$ cat src/rtl/ram_ctrl_pkg.sv
// Shared definitions for the asynchronous SRAM access controller:
// FSM encoding, RAM timing constants and wait-state legality bounds.
package ram_ctrl_pkg;

  typedef enum logic [1:0] {
    IDLE   = 2'd0,
    SETUP  = 2'd1,
    STROBE = 2'd2,
    HOLD   = 2'd3
  } state_t;

  // RAM datasheet access times in ns
  localparam int T_ACC_ADDR = 26;
  localparam int T_ACC_CS   = 9;

  // Legal range of wait states (CS_BAR low cycles); counter is 4 bits
  localparam int MIN_WAIT = 1;
  localparam int MAX_WAIT = 15;

  // Counter preload so that STROBE lasts exactly w cycles
  function automatic logic [3:0] wait_load(input int w);
    return 4'(w - 1);
  endfunction

endpackage

$ cat src/rtl/ram_access_ctrl.sv
// Synchronous front end for a 256x8 asynchronous SRAM. Sequences address
// setup, a WAIT_CYCLES-long chip-select strobe and a hold cycle, capturing
// read data and pulsing ACK. Every output comes straight from a flop.
module ram_access_ctrl
  import ram_ctrl_pkg::*;
#(
  parameter int WAIT_CYCLES = 3
) (
  input  logic       CLK,
  input  logic       RST_BAR,
  input  logic       REQ,
  input  logic       WR,
  input  logic [7:0] ADDR,
  input  logic [7:0] WDATA,
  output logic [7:0] RDATA,
  output logic       ACK,
  output logic       BUSY,
  output logic [7:0] RAM_A,
  output logic [7:0] RAM_D,
  input  logic [7:0] RAM_O,
  output logic       RAM_CS_BAR,
  output logic       RAM_WE_BAR
);

  localparam logic [3:0] WAIT_LOAD = wait_load(WAIT_CYCLES);

  if (WAIT_CYCLES < MIN_WAIT || WAIT_CYCLES > MAX_WAIT) begin : g_bad_wait
    $error("ram_access_ctrl: WAIT_CYCLES out of range 1..15");
  end

  state_t     state_q, state_d;
  logic [3:0] cnt_q, cnt_d;
  logic       cs_q, cs_d;
  logic       we_q, we_d;
  logic [7:0] a_q, a_d;
  logic [7:0] d_q, d_d;
  logic [7:0] rdata_q, rdata_d;
  logic       ack_q, ack_d;
  logic       busy_q, busy_d;

  // State and output registers; reset deselects the RAM immediately
  always_ff @(posedge CLK or negedge RST_BAR) begin
    if (!RST_BAR) begin
      state_q <= IDLE;
      cnt_q   <= '0;
      cs_q    <= 1'b1;
      we_q    <= 1'b0;
      a_q     <= '0;
      d_q     <= '0;
      rdata_q <= '0;
      ack_q   <= 1'b0;
      busy_q  <= 1'b0;
    end else begin
      state_q <= state_d;
      cnt_q   <= cnt_d;
      cs_q    <= cs_d;
      we_q    <= we_d;
      a_q     <= a_d;
      d_q     <= d_d;
      rdata_q <= rdata_d;
      ack_q   <= ack_d;
      busy_q  <= busy_d;
    end
  end

  // Next-state and next-output logic. A/D/WE only move in IDLE or on the
  // HOLD->IDLE edge, both of which have CS_BAR high before and after.
  always_comb begin
    state_d = state_q;
    cnt_d   = cnt_q;
    cs_d    = cs_q;
    we_d    = we_q;
    a_d     = a_q;
    d_d     = d_q;
    rdata_d = rdata_q;
    ack_d   = 1'b0;
    unique case (state_q)
      IDLE: begin
        if (REQ) begin
          a_d     = ADDR;
          if (WR) d_d = WDATA;
          we_d    = WR;
          state_d = SETUP;
        end
      end
      SETUP: begin
        cs_d    = 1'b0;
        cnt_d   = WAIT_LOAD;
        state_d = STROBE;
      end
      STROBE: begin
        if (cnt_q == 4'd0) begin
          if (!we_q) rdata_d = RAM_O;
          cs_d    = 1'b1;
          ack_d   = 1'b1;
          state_d = HOLD;
        end else begin
          cnt_d = cnt_q - 4'd1;
        end
      end
      HOLD: begin
        we_d    = 1'b0;
        state_d = IDLE;
      end
      default: state_d = IDLE;
    endcase
    busy_d = (state_d != IDLE);
  end

  assign RDATA      = rdata_q;
  assign ACK        = ack_q;
  assign BUSY       = busy_q;
  assign RAM_A      = a_q;
  assign RAM_D      = d_q;
  assign RAM_CS_BAR = cs_q;
  assign RAM_WE_BAR = we_q;

endmodule

$ cat config.mk
export PLATFORM = sky130hd
export DESIGN_NAME = ram_access_ctrl
export DESIGN_NICKNAME = d
export VERILOG_FILES = /design/src/rtl/ram_ctrl_pkg.sv /design/src/rtl/ram_access_ctrl.sv
export SDC_FILE = /design/constraint.sdc
export NUM_CORES = 1
export LEC_CHECK = 0
export BUFFER_PORTS_ARGS = -buffer_cell sky130_fd_sc_hd__buf_4
export CAP_MARGIN = 20
export CELL_PAD_IN_SITES_DETAIL_PLACEMENT = 0
export CELL_PAD_IN_SITES_GLOBAL_PLACEMENT = 1
export CORE_ASPECT_RATIO = 0.9
export CORE_MARGIN = 2
export CORE_UTILIZATION = 38
export DETAILED_ROUTE_END_ITERATION = 16
export PLACE_DENSITY_LB_ADDON = 0.08
export REMOVE_ABC_BUFFERS = 1
export SLEW_MARGIN = 0
export SYNTH_ARGS = -nofsm -noshare
export SYNTH_HDL_FRONTEND = slang
export SYNTH_SLANG_ARGS = --single-unit
$ cat constraint.sdc
create_clock -name CLK -period 1.9 [get_ports CLK]
set_input_delay 0.38 -clock CLK [delete_from_list [all_inputs] [get_ports CLK]]
set_output_delay 0.38 -clock CLK [all_outputs]
set_load 0.005 [all_outputs]
==> metrics <==
Tcrit/Tclk final 0.8821; Clock Power Share 0.165; chip height 63.36 um; Crit Path Category reg -> reg; Distinct cells, synth 26; Slew Limit Fails 0; worst clock skew 0.002012 ns; most frequent cells in the layout buf_4 (57), dfrtp_1 (33), mux2_2 (17), mux2_4 (8); H-tree depth 2; clock sink count 34; NetSw 986.1 uW; Layout Cells excl Fill 213; Lkg Pwr about 0.001 uW; drt first pass iters 4; WP data arrival 1.84 ns; Post-CTS Hold Buffers 0; All-Layer GR Usage 0.1422; Reg2Reg Setup Slack approximately 0.22 ns; P_int around 2300 uW; via count 1027; final instance area 2041 um^2; core footprint 3731 um^2; CTS Root Cell clkbuf_8; Placed Instances slightly above 200; Worst setup EP type register; setup bufs post-CTS 0; gr ovfl total 0; Layout area overhead 37.17%; post-synth design cell area 1488 um^2; global placer's final weighted congestion 0.7626; IO Count 56; total of max-cap violations 0; Cell Rows 21; PD cells 1604 nW/um^2; CTS tree built; Switching Fraction 0.3013; n_diodes 0; Seq cells post-synth 34; clock transition at the registers of the reported paths 0.06 ns; initial antenna violation count 0; Max VDD drop 0.6672 mV; total die area 4432 um^2; FMAX 596.7 MHz; Setup-failing EPs final 0; Syn Inst Count 104; Worst Path Max Fanout 8; Fin Hold WS 0.03852 ns; initial core utilization 0.3987; Final Hold Fails 0; Fill cells 335; Comb pwr share 0.438; fin nets 200; Hold Crit Class in -> async; Seq/Total Area, Yosys 0.5728; Seq pwr share 0.396; Max clock buf depth 2; die width 69.96 um; Crit path required time slightly above 2 ns; total chip power 3272 uW; most common cell after layout, fill and taps aside buf_4; unrepaired setup endpoints after global routing false; Starting DRT DRC Count 16; routed len/inst ~13 um; Post-Place Cell Area 1949 um^2; post-layout min period 1.676 ns; syn_area_per_cell roughly 14 um^2; DRT antenna net count 0; TritonCTS Buffers 5; overall routed net length ~2900 um; vias per inst about 4.8; Worst setup SP type register; share of cells above drive strength 1 0.5629; worst slew margin relative to its limit 0.7096; post-detail-place hpwl 2062 um; vias in the first global route 1022; # port buffers 55; global-route wire length before repair ~4700 um; post-cts sizing count 0; Setup TNS 0 ns; drt drc 0; status complete, no violations; Clk Latency, worst-skew pair ~0.28 ns; YS warnings 0; largest net degree at the start of global routing 35; Slew @ Worst Pin 0.4356 ns
[per-layer routing]
metal,up-vias,GRT usage,wire (um)
li1,481,-,-
met1,506,0.1728,1195
met2,35,0.2202,1431
met3,5,0.06880,207
met4,0,0.05048,36
met5,-,0,0
[worst max-delay path, cell delays in order (launching register included)]
cell and delay (ns):
dfrtp_1 0.40, inv_1 0.11, ha_1 0.20, nor3b_2 0.22, and3_4 0.32, mux2_4 0.31
[per-stage QoR]
step / utilization / setup slack, ns
after global routing: 0.5469 / 0.08636
after global placement: 0.5225 / 0.2660
after CTS: 0.5469 / 0.2129
final: 0.5469 / 0.2241
after detailed placement: 0.5225 / 0.2215
after floorplan: - / 0.2134
[kinds of logic after synthesis]
| logic type | synth area share |
|---|---|
| AOI/OAI and AO/OA | 0.04458 |
| adders and majority gates | 0.05046 |
| DFF | 0.5728 |
| xor gates and xnor gates | 0.005888 |
| muxes | 0.2161 |
| and+or+nand+nor | 0.07906 |
| buffers and inverters | 0.03112 |
[path summary, 6_finish.rpt]
path	from	endpoint	cells past startpoint
worst min register to register	RAM_CS_BAR$_DFFE_PN1P_	RAM_CS_BAR$_DFFE_PN1P_	2
worst min-delay path	RST_BAR	RDATA[0]$_DFFE_PN0P_	1
max in group asynchronous	RST_BAR	RAM_CS_BAR$_DFFE_PN1P_	1
min in group CLK	ADDR[4]	RAM_A[4]$_DFFE_PN0P_	2
worst max register to register	cnt_q[1]$_DFFE_PN0P_	RDATA[7]$_DFFE_PN0P_	5
worst max-delay path	cnt_q[1]$_DFFE_PN0P_	RDATA[7]$_DFFE_PN0P_	5
[power groups by stage]
stage	sequential (uW)	clock (uW)	combinational [uW]
finish	1300	541	1430
global route	1340	597	1590
CTS	1300	564	1460
detailed placement	1310	0	1460
global placement	1290	0	1430
floorplan	1310	0	764
[synth_stat cells]
cell | number | area share
or2b_1 | 1 | 0.0050
mux2i_1 | 1 | 0.0067
a22o_1 | 2 | 0.012
mux2_4 | 8 | 0.081
buf_12 | 1 | 0.013
or2_1 | 1 | 0.0042
a21o_1 | 1 | 0.0050
o21ai_0 | 4 | 0.013
nor3_1 | 3 | 0.010
ha_1 | 6 | 0.050
clkbuf_1 | 1 | 0.0025
and3_4 | 1 | 0.0076
inv_1 | 6 | 0.015
nand3b_1 | 1 | 0.0050
or4b_1 | 1 | 0.0067
dfstp_2 | 1 | 0.018
nor3b_2 | 1 | 0.0084
xnor2_1 | 1 | 0.0059
nor2_1 | 5 | 0.013
a31oi_2 | 1 | 0.0084
nand2_1 | 3 | 0.0076
dfrtp_1 | 33 | 0.56
mux2_2 | 17 | 0.13
a311oi_1 | 1 | 0.0059
and2_2 | 1 | 0.0050
nand3_1 | 2 | 0.0067
[state kept, by name, summed over array words and instances, names as in the netlist]
register    cells
RDATA           8
RAM_WE_BAR      1
RAM_CS_BAR      1
RAM_A           8
RAM_D           8
state_q         2
ACK             1
cnt_q           4
BUSY            1
[area by class of cell]
type | count | area, um^2 | share of cell area
Clock buffer | 7 | 86.33 | 0.04231
Clock inverter | 1 | 5.005 | 0.002452
Inverter | 6 | 22.52 | 0.01104
Multi-Input combinational cell | 62 | 589.3 | 0.2888
Sequential cell | 34 | 852.1 | 0.4175
Tap cell | 46 | 57.56 | 0.02820
Timing Repair Buffer | 57 | 427.9 | 0.2097
Note: power is estimated with default switching activity, not from simulation.
